File: config.mk
export PLATFORM = sky130hd
export DESIGN_NAME = wb_regfile
export DESIGN_NICKNAME = d
export VERILOG_FILES = /design/src/rtl/wb_regfile.sv
export SDC_FILE = /design/constraint.sdc
export NUM_CORES = 2
export LEC_CHECK = 0
export CORE_AREA = 2 2 286 500
export DETAILED_ROUTE_END_ITERATION = 6
export DIE_AREA = 0 0 288 502
export DONT_BUFFER_PORTS = 1
export GPL_ROUTABILITY_DRIVEN = 0
export PLACE_DENSITY_LB_ADDON = 0.08
export SLEW_MARGIN = 20
export SYNTH_ARGS = -nofsm -noshare
export SYNTH_HDL_FRONTEND = slang
export SYNTH_SLANG_ARGS = --single-unit
File: constraint.sdc
create_clock -name clk -period 3.01 [get_ports clk]
set_input_delay 0.301 -clock clk [delete_from_list [all_inputs] [get_ports clk]]
set_output_delay 0.301 -clock clk [all_outputs]
set_load 0.02 [all_outputs]
File: src/rtl/wb_regfile.sv
// MIPS write-back stage and 32 x DATA_W architectural register file.
// Two combinational read ports with same-cycle write-first bypass and a commit counter.
module wb_regfile #(
    parameter int DATA_W = 32,
    parameter int CNT_W  = 32
) (
    input  logic              clk,
    input  logic              reset,
    input  logic              RegWrite_in,
    input  logic              MemToReg_in,
    input  logic [DATA_W-1:0] ReadData_in,
    input  logic [DATA_W-1:0] ALU_Result_in,
    input  logic [4:0]        WriteReg_in,
    input  logic [4:0]        ReadReg1,
    input  logic [4:0]        ReadReg2,
    output logic [DATA_W-1:0] ReadData1,
    output logic [DATA_W-1:0] ReadData2,
    output logic [DATA_W-1:0] WriteData_out,
    output logic [CNT_W-1:0]  WB_Count
);

    logic [DATA_W-1:0] regs [32];
    logic              commit;

    assign WriteData_out = MemToReg_in ? ReadData_in : ALU_Result_in;

    // Gating with reset kills the bypass while reset is held low.
    assign commit = RegWrite_in && (WriteReg_in != 5'd0) && reset;

    function automatic logic [DATA_W-1:0] read_port(
        input logic [4:0]        idx,
        input logic              do_commit,
        input logic [4:0]        wr_idx,
        input logic [DATA_W-1:0] wr_data,
        input logic [DATA_W-1:0] stored
    );
        if (idx == 5'd0)
            return '0;
        else if (do_commit && (idx == wr_idx))
            return wr_data;
        else
            return stored;
    endfunction

    assign ReadData1 = read_port(ReadReg1, commit, WriteReg_in, WriteData_out, regs[ReadReg1]);
    assign ReadData2 = read_port(ReadReg2, commit, WriteReg_in, WriteData_out, regs[ReadReg2]);

    // NOTE: the register array sits under the async reset because every entry must
    // read zero the instant reset asserts; this rules out mapping it onto a RAM macro.
    // NOTE: sequential state uses non-blocking assignments only, so every reader sees
    // the pre-edge values regardless of process ordering.
    always_ff @(posedge clk or negedge reset) begin
        if (!reset) begin
            for (int i = 0; i < 32; i++)
                regs[i] <= '0;
            WB_Count <= '0;
        end else if (commit) begin
            regs[WriteReg_in] <= WriteData_out;
            WB_Count          <= WB_Count + CNT_W'(1);
        end
    end

endmodule

# Word-level counts from Yosys, hierarchy flattened
# Index checks and enable logic that the tools add are counted.
# word_totals
regBits	1056
out_inout_bits	128
word_cells	65
# classes
addsub	1
order_cmp	4
n_eq_ne	2
mux	14
bitwise	3
reduce_logical	8
# ops
operator	count
bitwise mux 1024 bit	1
binary-select mux 32 bit (select 5 bit)	2
2-to-1 mux 32 bit	10
demux 32 bit (select 5 bit)	1
adder 32 x 1 -> 32 bit (second input constant)	1
>= comparator 6 bit (second input constant)	3
inverter 5 -> 6 bit	3
== test 5 bit	2
logical NOT 5 bit	2
less-than comparator 6 x 1 -> 1 bit (second input constant)	1
logical AND 1 bit	5
nonzero test 5 bit	1

# Depth between registers and ports, before layout
# logic_depth
depth_word	6
depth_mapped	9

# Worst setup path after synthesis
# Ideal clock, no wire load.
# synth_path
path_type	input to output
startpoint	input ReadReg2[1]
endpoint	output ReadData2[19]
t_arrival_ps	2030
required_time_ps	2709
slack_ps	679
path_stages	8
path_cell_list	buf_2 > buf_2 > clkbuf_1 > mux4_2 > mux2i_1 > nor2_1 > a2111oi_0 > a21oi_1
# synth_between
elab_chain_cells	6
# synth_lines
item	line_no	text
start: declaration	15	input logic [4:0] ReadReg2,
inverter 5 -> 6 bit (implied by the code)	46	assign ReadData2 = read_port(ReadReg2, commit, WriteReg_in, WriteData_out, regs[ReadReg2]);
binary-select mux 32 bit (select 5 bit)	46	
2-to-1 mux 32 bit (implied by the code) (2 in series)	46	
2-to-1 mux 32 bit	39	else if (do_commit && (idx == wr_idx))
2-to-1 mux 32 bit (*)	37	if (idx == 5'd0)
end: declaration	17	output logic [DATA_W-1:0] ReadData2,
# Every way passes the cells marked *; elsewhere a longest branch is shown, timed or not. The select of a mux whose other input is x is not followed.

# Worst setup path in the final report
# layout_path
startpoint	input ReadReg1[2]
endpoint	output ReadData1[2]
# layout_between
elab_chain_cells	6
# layout_lines
item	line_no	text
start: declaration	14	input logic [4:0] ReadReg1,
inverter 5 -> 6 bit (implied by the code)	45	assign ReadData1 = read_port(ReadReg1, commit, WriteReg_in, WriteData_out, regs[ReadReg1]);
binary-select mux 32 bit (select 5 bit)	45	
2-to-1 mux 32 bit (implied by the code) (2 in series)	45	
2-to-1 mux 32 bit	39	
2-to-1 mux 32 bit (*)	37	
end: declaration	16	output logic [DATA_W-1:0] ReadData1,
# Marked as above.

==> flow_summary.toml <==
[timing]
max_slew_margin = 0.354
worstMarginPinSlew_ns = 0.945
whs_ns = 0.0406
period_share = 1.02
min_period_ns = 3.08
finalHoldViolations = 0
grt_setup_unrepaired = "true"
slew_violations = 0
fin_setup_tns_ns = -0.0808
clock_skew_ns = 0.00476
setup_viol = 2
fin_ws_ns = -0.0673
fmax_mhz = 325

[clock_tree]
cts_root_buf = "clkbuf_16"
cts_sinks = 1056
cts_buffers = 107
cts.clk_slew.worst_paths_ns = 0.07
cts_buffer_depth = 3
worst_skew_pair.late_latency_ns = 0.74
cts_tree = "done"
h-tree-depth = 3

[synthesis]
yosysSeqAreaShare = 0.474
synth_area_leaders = "dfrtp_1, mux4_2, a21oi_1"
syn_avg_cell_area_sq_um = 10.2
synth_commonest_cells = "dfrtp_1, nor2_1, a21oi_1"
synth_fp_nets = 5538
ys_warn_count = 0
async_flop_share = 1.00
synth.most_common_cell = "dfrtp_1"
netlist_instances = 5454
ys_types = 46
yosys_most_used_dff = "dfrtp_1"
synth_edf_count = 0
synth_largest_area_cell = "dfrtp_1"
ys_ff_latch = 1056
synth_top_cell_area_share = 0.474
syn_area_sq_um = 55800

[placement]
dp_cells = 7014
post-dp-hpwl_um = 125000
dp_slack_ns = 0.0104
placed_cell_area_sq_um = 59200
numPortBuffers = 0

[final_layout]
fin_cells = 7230
final_area_sq_um = 64100
regArea_sq_um = 26400
layout.nets = 5386
multiInputGateArea_sq_um = 28300
drive_above_1_share = 0.224
n_fill_cell = 13311
areaGrowthSynthToFinish_pct = 14.9

[drt]
antenna_left = 0
routed_via_density = 5.93
drt-initial-drc-count = 3164
drt-wirelength-per-cell_um = 29.5
drc = 0
routed-via-count = 42894
drt_pre_antenna_iters = 5
wl_um = 213000

[job]
max-cap-violations = 0

[floorplan]
rows = 182
die_x_um = 288
fp.coreArea_sq_um = 140000
ios = 211
dieArea_sq_um = 145000
chipHeight_um = 502
start_util = 0.398

[worst_setup_path]
cp_common_cell = "buf_4"
slowest_stage = "a2111oi_0"
required_ns = 2.71
crit_type = "input port to output port"
cp-start-kind = "input port"
arrival_ns = 2.78
crit_chain = "nand2b_4 -> buf_12 -> buf_4 -> a211oi_1 -> a2111oi_0 -> nor4_2 -> a21oi_1 -> buf_4"
crit_family = "compound AO/OA/AOI/OAI gates"
endpoint_kind = "output port"
worstPathBufferInverterCount = 3
crit_path_max_fanout = 81
critPathMaxStageDelay_ns = 0.80

[power]
peakVddDrop_uv = 419
leakagePower_nw = 27.1
power_density_nw_per_um2 = 650

[run_status]
violations = "negative setup slack"
status = "complete, but fails checks"

[global_routing]
grt_pass1_wl_um = 309000
grt_pass1_vias = 43169
antenna_found_initial = 4
grt_max_degree = 447
overflow = 0
grt_use_total = 0.295

[hold_path]
hold_class = "input port to flip-flop"
[area by class of cell]
class	count	area share
multi-input combinational	3790	0.442
sequential	1056	0.412
timing repair buffer	314	0.0513
clock buffer	157	0.0483
tap	1840	0.0359
clock inverter	36	0.00824
inverter	33	0.00193
antenna	4	0.000156
[where the power goes]
| group | switching [mW] | internal (mW) |
|---|---|---|
| clock | 6.08 | 8.14 |
| combinational | 4.25 | 4.50 |
| sequential | 1.98 | 16.7 |
| total | 12.3 | 29.4 |
[flip-flops by register name, summed over array words and instances, names as in the netlist]
| name | cells |
|---|---|
| regs | 1024 |
| WB_Count | 32 |
[logic make-up after synthesis]
| group | Yosys count | synth area share |
|---|---|---|
| compound gates | 1530 | 0.154 |
| xor+xnor | 41 | 0.00644 |
| fa+ha+maj | 1 | 0.000224 |
| buf+inv | 608 | 0.0458 |
| flops | 1056 | 0.474 |
| mux | 823 | 0.212 |
| simple gates | 1395 | 0.108 |
[per-stage QoR]
stage	total power [mW]	utilization
final	41.7	0.457
after global routing	43.6	0.457
after CTS	41.8	0.454
after detailed placement	27.2	0.422
after global placement	26.9	0.422
after floorplan	24.6	-
[timing repair]
action	in CTS	in global routing
hold buffers	12	0
pin swaps	27	29
endpoints found under the hold margin	447	0
setup buffers	3	3
endpoints found under the setup margin	47	42
resized for setup	127	66
[worst paths after layout]
| check | slack, ns | endpoint | cells past startpoint | from |
|---|---|---|---|---|
| max | -0.07 | ReadData1[2] | 8 | ReadReg1[2] |
| max reg2reg | 1.00 | WB_Count[28]$_DFFE_PN0P_ | 6 | WB_Count[10]$_DFFE_PN0P_ |
| min | 0.04 | regs[922]$_DFFE_PN0P_ | 2 | WriteReg_in[1] |
| min in group asynchronous | 0.35 | regs[181]$_DFFE_PN0P_ | 4 | reset |
| min reg2reg | 0.40 | regs[994]$_DFFE_PN0P_ | 0 | regs[994]$_DFFE_PN0P_ |
| max in group asynchronous | 0.29 | regs[385]$_DFFE_PN0P_ | 5 | reset |
[cells in the final DEF, fill, tap and decap left out, types with 10 or more instances in the layout]
cell type,instances
a2111oi_2,10
mux2i_1,225
nor2_2,13
mux2_2,288
o21ai_0,315
nor4_4,23
a2111oi_0,40
buf_12,54
nor2_4,15
bufinv_16,12
a21oi_1,822
nor3_1,13
nand2_1,246
nand3_1,15
nor2_1,876
buf_4,236
clkbuf_8,19
inv_1,33
nor4_2,20
dfrtp_1,1056
nor2b_1,107
mux2i_4,34
clkbuf_1,29
clkbuf_16,109
nand4_1,13
mux2i_2,18
a211oi_1,157
buf_16,11
xnor2_1,31
clkinv_2,14
a2111oi_1,20
xor2_1,10
mux4_2,258
o22ai_1,121
a2111oi_4,19
[per-layer routing]
layer	global-route usage	share of wire	up-vias
li1	-	-	19275
met1	0.375	0.40	21967
met2	0.515	0.51	1289
met3	0.0348	0.048	361
met4	0.107	0.039	2
met5	0	0.000061	-
Note: power is estimated with default switching activity, not from simulation.
